===== src/rtl/internet_mux_arbiter.sv =====
// internet_mux_arbiter
// Four-source round-robin arbiter and multiplexer for the shared 4-bit link.
// A granted source owns the link for a burst. Every release passes through
// one IDLE cycle before the next grant.
//
// Ports
//   clk, rst_n                      clock, asynchronous active-low reset
//   LibReq/FDReq/SchoolReq/RibsReq  level-sensitive link requests
//   LibData/FDData/SchoolData/RibsData  4-bit source payloads
//   Ready                           downstream accepts a beat this cycle
//   muxOutput                       link payload, zero unless Enable
//   Sel                             granted source (00 Lib .. 11 Ribs), held in IDLE
//   Enable                          link carries valid data
//   Grant                           one-hot grant (bit0 Lib .. bit3 Ribs)
//
// Build option
//   MUX_HOLD_LIMIT_EN  when defined, a grant also ends on its HOLD_MAX-th beat.
//
// State | meaning
// IDLE  | link idle, arbitrate among requests
// GRANT | Sel owns the link, count beats, wait for release
module internet_mux_arbiter #(
  parameter int unsigned HOLD_MAX = 4
) (
  input  logic       clk,
  input  logic       rst_n,
  input  logic       LibReq,
  input  logic       FDReq,
  input  logic       SchoolReq,
  input  logic       RibsReq,
  input  logic [3:0] LibData,
  input  logic [3:0] FDData,
  input  logic [3:0] SchoolData,
  input  logic [3:0] RibsData,
  input  logic       Ready,
  output logic [3:0] muxOutput,
  output logic [1:0] Sel,
  output logic       Enable,
  output logic [3:0] Grant
);

  typedef enum logic {
    IDLE  = 1'b0,
    GRANT = 1'b1
  } state_t;

`ifdef MUX_HOLD_LIMIT_EN
  localparam bit LimitEn = 1'b1;
`else
  // Without the limit the beat counter has no reader and folds away.
  localparam bit LimitEn = 1'b0;
`endif

  // Count value that the limiting beat starts from.
  localparam logic [3:0] HoldLast = 4'(HOLD_MAX - 1);

  state_t     state_q, state_d;
  logic [1:0] sel_q, sel_d;
  logic [1:0] last_q, last_d;
  logic [3:0] cnt_q, cnt_d;
  logic [3:0] req;
  logic [1:0] cand;
  logic       found;
  logic       beat;

  assign req = {RibsReq, SchoolReq, FDReq, LibReq};

  always_ff @(posedge clk or negedge rst_n) begin
    if (!rst_n) begin
      state_q <= IDLE;
      sel_q   <= 2'b00;
      last_q  <= 2'b11;
      cnt_q   <= 4'd0;
    end else begin
      state_q <= state_d;
      sel_q   <= sel_d;
      last_q  <= last_d;
      cnt_q   <= cnt_d;
    end
  end

  always_comb begin
    state_d = state_q;
    sel_d   = sel_q;
    last_d  = last_q;
    cnt_d   = cnt_q;
    cand    = 2'b00;
    found   = 1'b0;
    beat    = 1'b0;
    case (state_q)
      IDLE: begin
        // Search starts just past the previous owner, so it is served last.
        for (int i = 1; i <= 4; i++) begin
          cand = last_q + 2'(i);
          if (!found && req[cand]) begin
            found = 1'b1;
            sel_d = cand;
          end
        end
        if (found) begin
          state_d = GRANT;
          cnt_d   = 4'd0;
        end
      end
      GRANT: begin
        beat = Ready;
        if (beat && (cnt_q != 4'hF)) begin
          cnt_d = cnt_q + 4'd1;
        end
        if (!req[sel_q] || (LimitEn && beat && (cnt_q == HoldLast))) begin
          state_d = IDLE;
          last_d  = sel_q;
        end
      end
      default: begin
        state_d = IDLE;
      end
    endcase
  end

  assign Enable = (state_q == GRANT);
  assign Sel    = sel_q;
  assign Grant  = Enable ? (4'b0001 << sel_q) : 4'b0000;

  always_comb begin
    muxOutput = 4'b0000;
    if (Enable) begin
      case (sel_q)
        2'b00:   muxOutput = LibData;
        2'b01:   muxOutput = FDData;
        2'b10:   muxOutput = SchoolData;
        default: muxOutput = RibsData;
      endcase
    end
  end

endmodule


===== config.mk =====
export PLATFORM = sky130hd
export DESIGN_NAME = internet_mux_arbiter
export DESIGN_NICKNAME = d
export VERILOG_FILES = /design/src/rtl/internet_mux_arbiter.sv
export SDC_FILE = /design/constraint.sdc
export NUM_CORES = 1
export LEC_CHECK = 0
export ABC_CLOCK_PERIOD_IN_PS = 5300
export BUFFER_PORTS_ARGS = -buffer_cell sky130_fd_sc_hd__buf_2
export CORE_ASPECT_RATIO = 0.9
export CORE_MARGIN = 3
export CORE_UTILIZATION = 30
export CTS_BUF_LIST = sky130_fd_sc_hd__clkbuf_16
export DETAILED_ROUTE_END_ITERATION = 6
export PLACE_DENSITY = 0.69
export SETUP_SLACK_MARGIN = 0.3
export SLEW_MARGIN = 20
export SYNTH_ARGS = -nofsm -noshare
export SYNTH_HDL_FRONTEND = slang
export SYNTH_SLANG_ARGS = --single-unit

===== constraint.sdc =====
create_clock -name clk -period 5.3 [get_ports clk]
set_clock_uncertainty 0.2 [all_clocks]
set_input_delay 1.06 -clock clk [delete_from_list [all_inputs] [get_ports clk]]
set_output_delay 1.06 -clock clk [all_outputs]
set_load 0.02 [all_outputs]

# == Yosys cells after proc, flatten, opt, wreduce, memory -nomap -nowiden ==
# Cells that the tools add are included.
# totals
in_bits,23
output_inout_bits,11
word_cells,54
reg_bits,5
# op_classes
addsub,3
bitwise_logic,2
muxes,28
magnitude_cmp,5
n_reduce_logical,10
shift,1
eq_ne,2
# ops
cell,count
< comparator 2 x 3 -> 1 bit (second input constant),5
two-way mux 1 bit,15
case mux 4 bit (3 select lines),1
binary-select mux 1 bit (select 2 bit),5
two-way mux 2 bit,4
two-way mux 4 bit,2
adder 2 bit (second input constant),2
AND reduction 2 bit,2
nonzero test 4 bit,1
left shift 1 x 2 -> 4 bit (first input constant),1
logical AND 1 bit,3
zero test 1 bit,3
adder 2 x 1 -> 2 bit (second input constant),1
== test 2 x 1 -> 1 bit (second input constant),1
== test 2 bit (second input constant),1
zero test 2 bit,1
NOT 1 bit,2
case mux 1 bit (2 select lines),1

# == Longest topological paths before layout ==
# logic_depth
ltp_word,19
mapped_depth,5

# == Least setup slack after synthesis ==
# Ideal clock, no wire load.
# synth_path
path_type,in2out
from,input port RibsData[0]
to,output port muxOutput[0]
arrival_time_ns,1.720
path_stages,2
n_path_buf,0
path_slack_ns,2.320
path_cell_list,mux4_2 > and2_1
# synth_via
elab_chain_cells,2
# synth_rtl
element,line_no,text
start: declaration,34,"input logic [3:0] RibsData,"
case mux 4 bit (3 select lines),128,case (sel_q)
two-way mux 4 bit,127,if (Enable) begin
end: declaration,36,"output logic [3:0] muxOutput,"
# Every way passes these cells.

# == Worst setup path in the final report ==
# layout_path
from,input port RibsData[3]
to,output port muxOutput[3]
# The elaborated chain is that of the path after synthesis.

==> metrics <==
sw power 0.000195 W; layout cell share with drive strength beyond 1 53.0%; nets@finish 107; post_cts resized 0; Final setup viols 0; H-Tree Depth 1; DP Area 678 um^2; Gate power share 49.5%; DR DRC count 0; Clk pwr share 25.4%; worst slew pin tran 0.457 ns; CTS tree built; Max Slew Vio Count 0; worst path required time 4.04 ns; area grow syn2layout 45.8%; hold crit path type primary input to asynchronous set/reset pin; DIE AREA 2270 um^2; worst relative slew slack 69.6%; XOR/XNOR share of the synthesized area 1.69%; global-route wire length before repair 2060 um; Worst setup SP type primary input; Seq pwr share 25.1%; Setup crit end kind output port; GP Congestion 0.824; synthesized instance count 52; Die Span Y 45.5 um; syn nets 75; Reg clk slew, reported paths 0.03 ns; Reg-to-Reg End last_q[0]$_DFFE_PN1P_; number of global-route vias before repair 491; chip width 49.9 um; crit path DAT 1.91 ns; fill cell count 158; reg2reg setup slack 3.36 ns; clk buf depth 2; outcome finished clean; sequential cell area fraction in the yosys report 24.6%; mux share of post-synthesis cell area 28.9%; Fin. Hold Viols 0; drt initial violations 17; final instance area 757 um^2; drt total wl 1340 um; Post-Synth Simple-Gate Area 20.2%; PortBufs 32; P_int 0.000284 W; cell area after synthesis 519 um^2; Max Cap Viol 0; Yosys Warn Count 0; Sw Ratio 40.7%; routed vias/inst 5.00; CTS buffer count 3; VDD IR max 0.000210 V; fmax 0.316 GHz; via count 525; Leakage Power 0.371 nW; DR WL/cell 12.7 um; post-place setup slack 2.13 ns; core area 1530 um^2; post-synthesis compound-gate area fraction 16.1%; pin count of the biggest net entering global routing 13; initial antenna violation count 0; number of synthesized flops with an enable pin 0; Inserted Diodes 0; I/O pin count 34; post-route antenna net violation count 0; crit share post-route 59.8%; P per Cell Area 633 nW/um^2; hpwl dp 1040 um; Skew-Pair Late Insertion Delay 0.23 ns; adder-cell area share of the yosys netlist 0%; postcts setup bufs 0; post-synthesis register bit count 5; drt first pass iters 4; # hold bufs at CTS 0; count of cell types in the netlist 27; kind of critical path primary input to output port; final global-route overflow total 0; setup repair after global routing missed its margin false; ys async rst share 100%; minimum clock period 3.17 ns; Reg2Reg Depth 3; total track usage 12.5%; final worst slack 2.13 ns; RR Startpoint Sel[1]$_DFFE_PN0P_; FP Rows 13; Synth Area per Inst 9.99 um^2; clk sink count 5; top_reg_cell synth dfrtp_1; largest family of logic cells by synthesized area multiplexers; smallest hold slack 0.437 ns; TNS Setup 0 ns; critical path peak fanout 1; Initial Utilization 34.0%; root buffer cell clkbuf_16
[layer usage]
metal	vias to the layer above	GRT usage [%]	share of wire (%)
met4	0	9.94	3.0
met2	17	20.1	53
met1	244	13.8	40
li1	260	-	-
met5	-	0	0
met3	4	4.26	3.4
[layout make-up]
class,instances,area [um^2],share of cell area [%]
inverters,4,15.0,1.98
repair buffers,32,160,21.2
well taps,22,27.5,3.64
clock inverters,1,3.75,0.496
flip-flops and latches,5,128,16.9
clock buffers,3,75.1,9.92
multi-input cells,38,348,46.0
[worst max-delay path, cell delays in order]
cell,delay [ns]
buf_2,0.09
mux4_2,0.44
and2_1,0.16
buf_2,0.15
[cell usage in the layout (no fill, tap or decap), drive strengths merged, types with 2 or more instances in the layout]
master  Yosys  final
o22ai       4      4
and2        4      4
dfstp       2      2
nand2b      2      2
a31oi       2      2
clkbuf      2      3
mux2        3      3
nor2        5      5
mux4        5      5
inv         4      5
buf         3     32
dfrtp       3      3
[power by group through the flow]
stage                     Sequential (W)  Combinational (W)  Clock, W
after floorplan                0.0000922           0.000201         0
after global placement          0.000121           0.000234         0
after detailed placement        0.000122           0.000238         0
after CTS                       0.000122           0.000240  0.000123
after global routing            0.000130           0.000256  0.000127
final                           0.000120           0.000237  0.000122
[worst max path at each step]
| stage | cells after the start | slack (ns) | to | startpoint |
|---|---|---|---|---|
| finish | 4 | 2.13 | muxOutput[3] | RibsData[3] |
| global route | 4 | 2.07 | muxOutput[3] | RibsData[3] |
| CTS | 4 | 2.12 | muxOutput[3] | RibsData[3] |
| detailed placement | 4 | 2.13 | muxOutput[3] | RibsData[3] |
| global placement | 4 | 2.13 | muxOutput[0] | RibsData[0] |
| floorplan | 2 | 2.32 | muxOutput[0] | RibsData[0] |
[synthesized netlist by cell type, types with 2 or more instances]
library cell	number	area, um^2
dfrtp_1	3	75.1
mux4_2	5	113
a31oi_1	2	12.5
nor2_1	5	18.8
and2_1	4	25.0
mux2_1	2	22.5
clkbuf_1	2	7.51
inv_1	4	15.0
nand2b_1	2	12.5
o22ai_1	4	25.0
buf_2	2	10.0
dfstp_2	2	52.6
[sequential cells by signal, summed over array words and instances, names as in the netlist]
signal / cells
Enable: 1
last_q: 2
Sel: 2
[logic make-up (layout without fill, tap and decap cells)]
kind of cell              Yosys count  count (layout)
and+or+nand+nor                    18              18
AOI/OAI and AO/OA                  11              11
buffers and inverters               9              40
muxes                               8               8
DFF                                 5               5
xor gates and xnor gates            1               1
[through the flow]
step           utilization [%]  std cells  power (W)
2_1_floorplan                -         52   0.000294
3_3_place_gp              44.4        101   0.000354
4_1_cts                   49.5        105   0.000485
5_1_grt                   49.5        105   0.000513
6_report                  49.5        105   0.000479
3_5_place_dp              44.4        101   0.000360
Note: power is estimated with default switching activity, not from simulation.
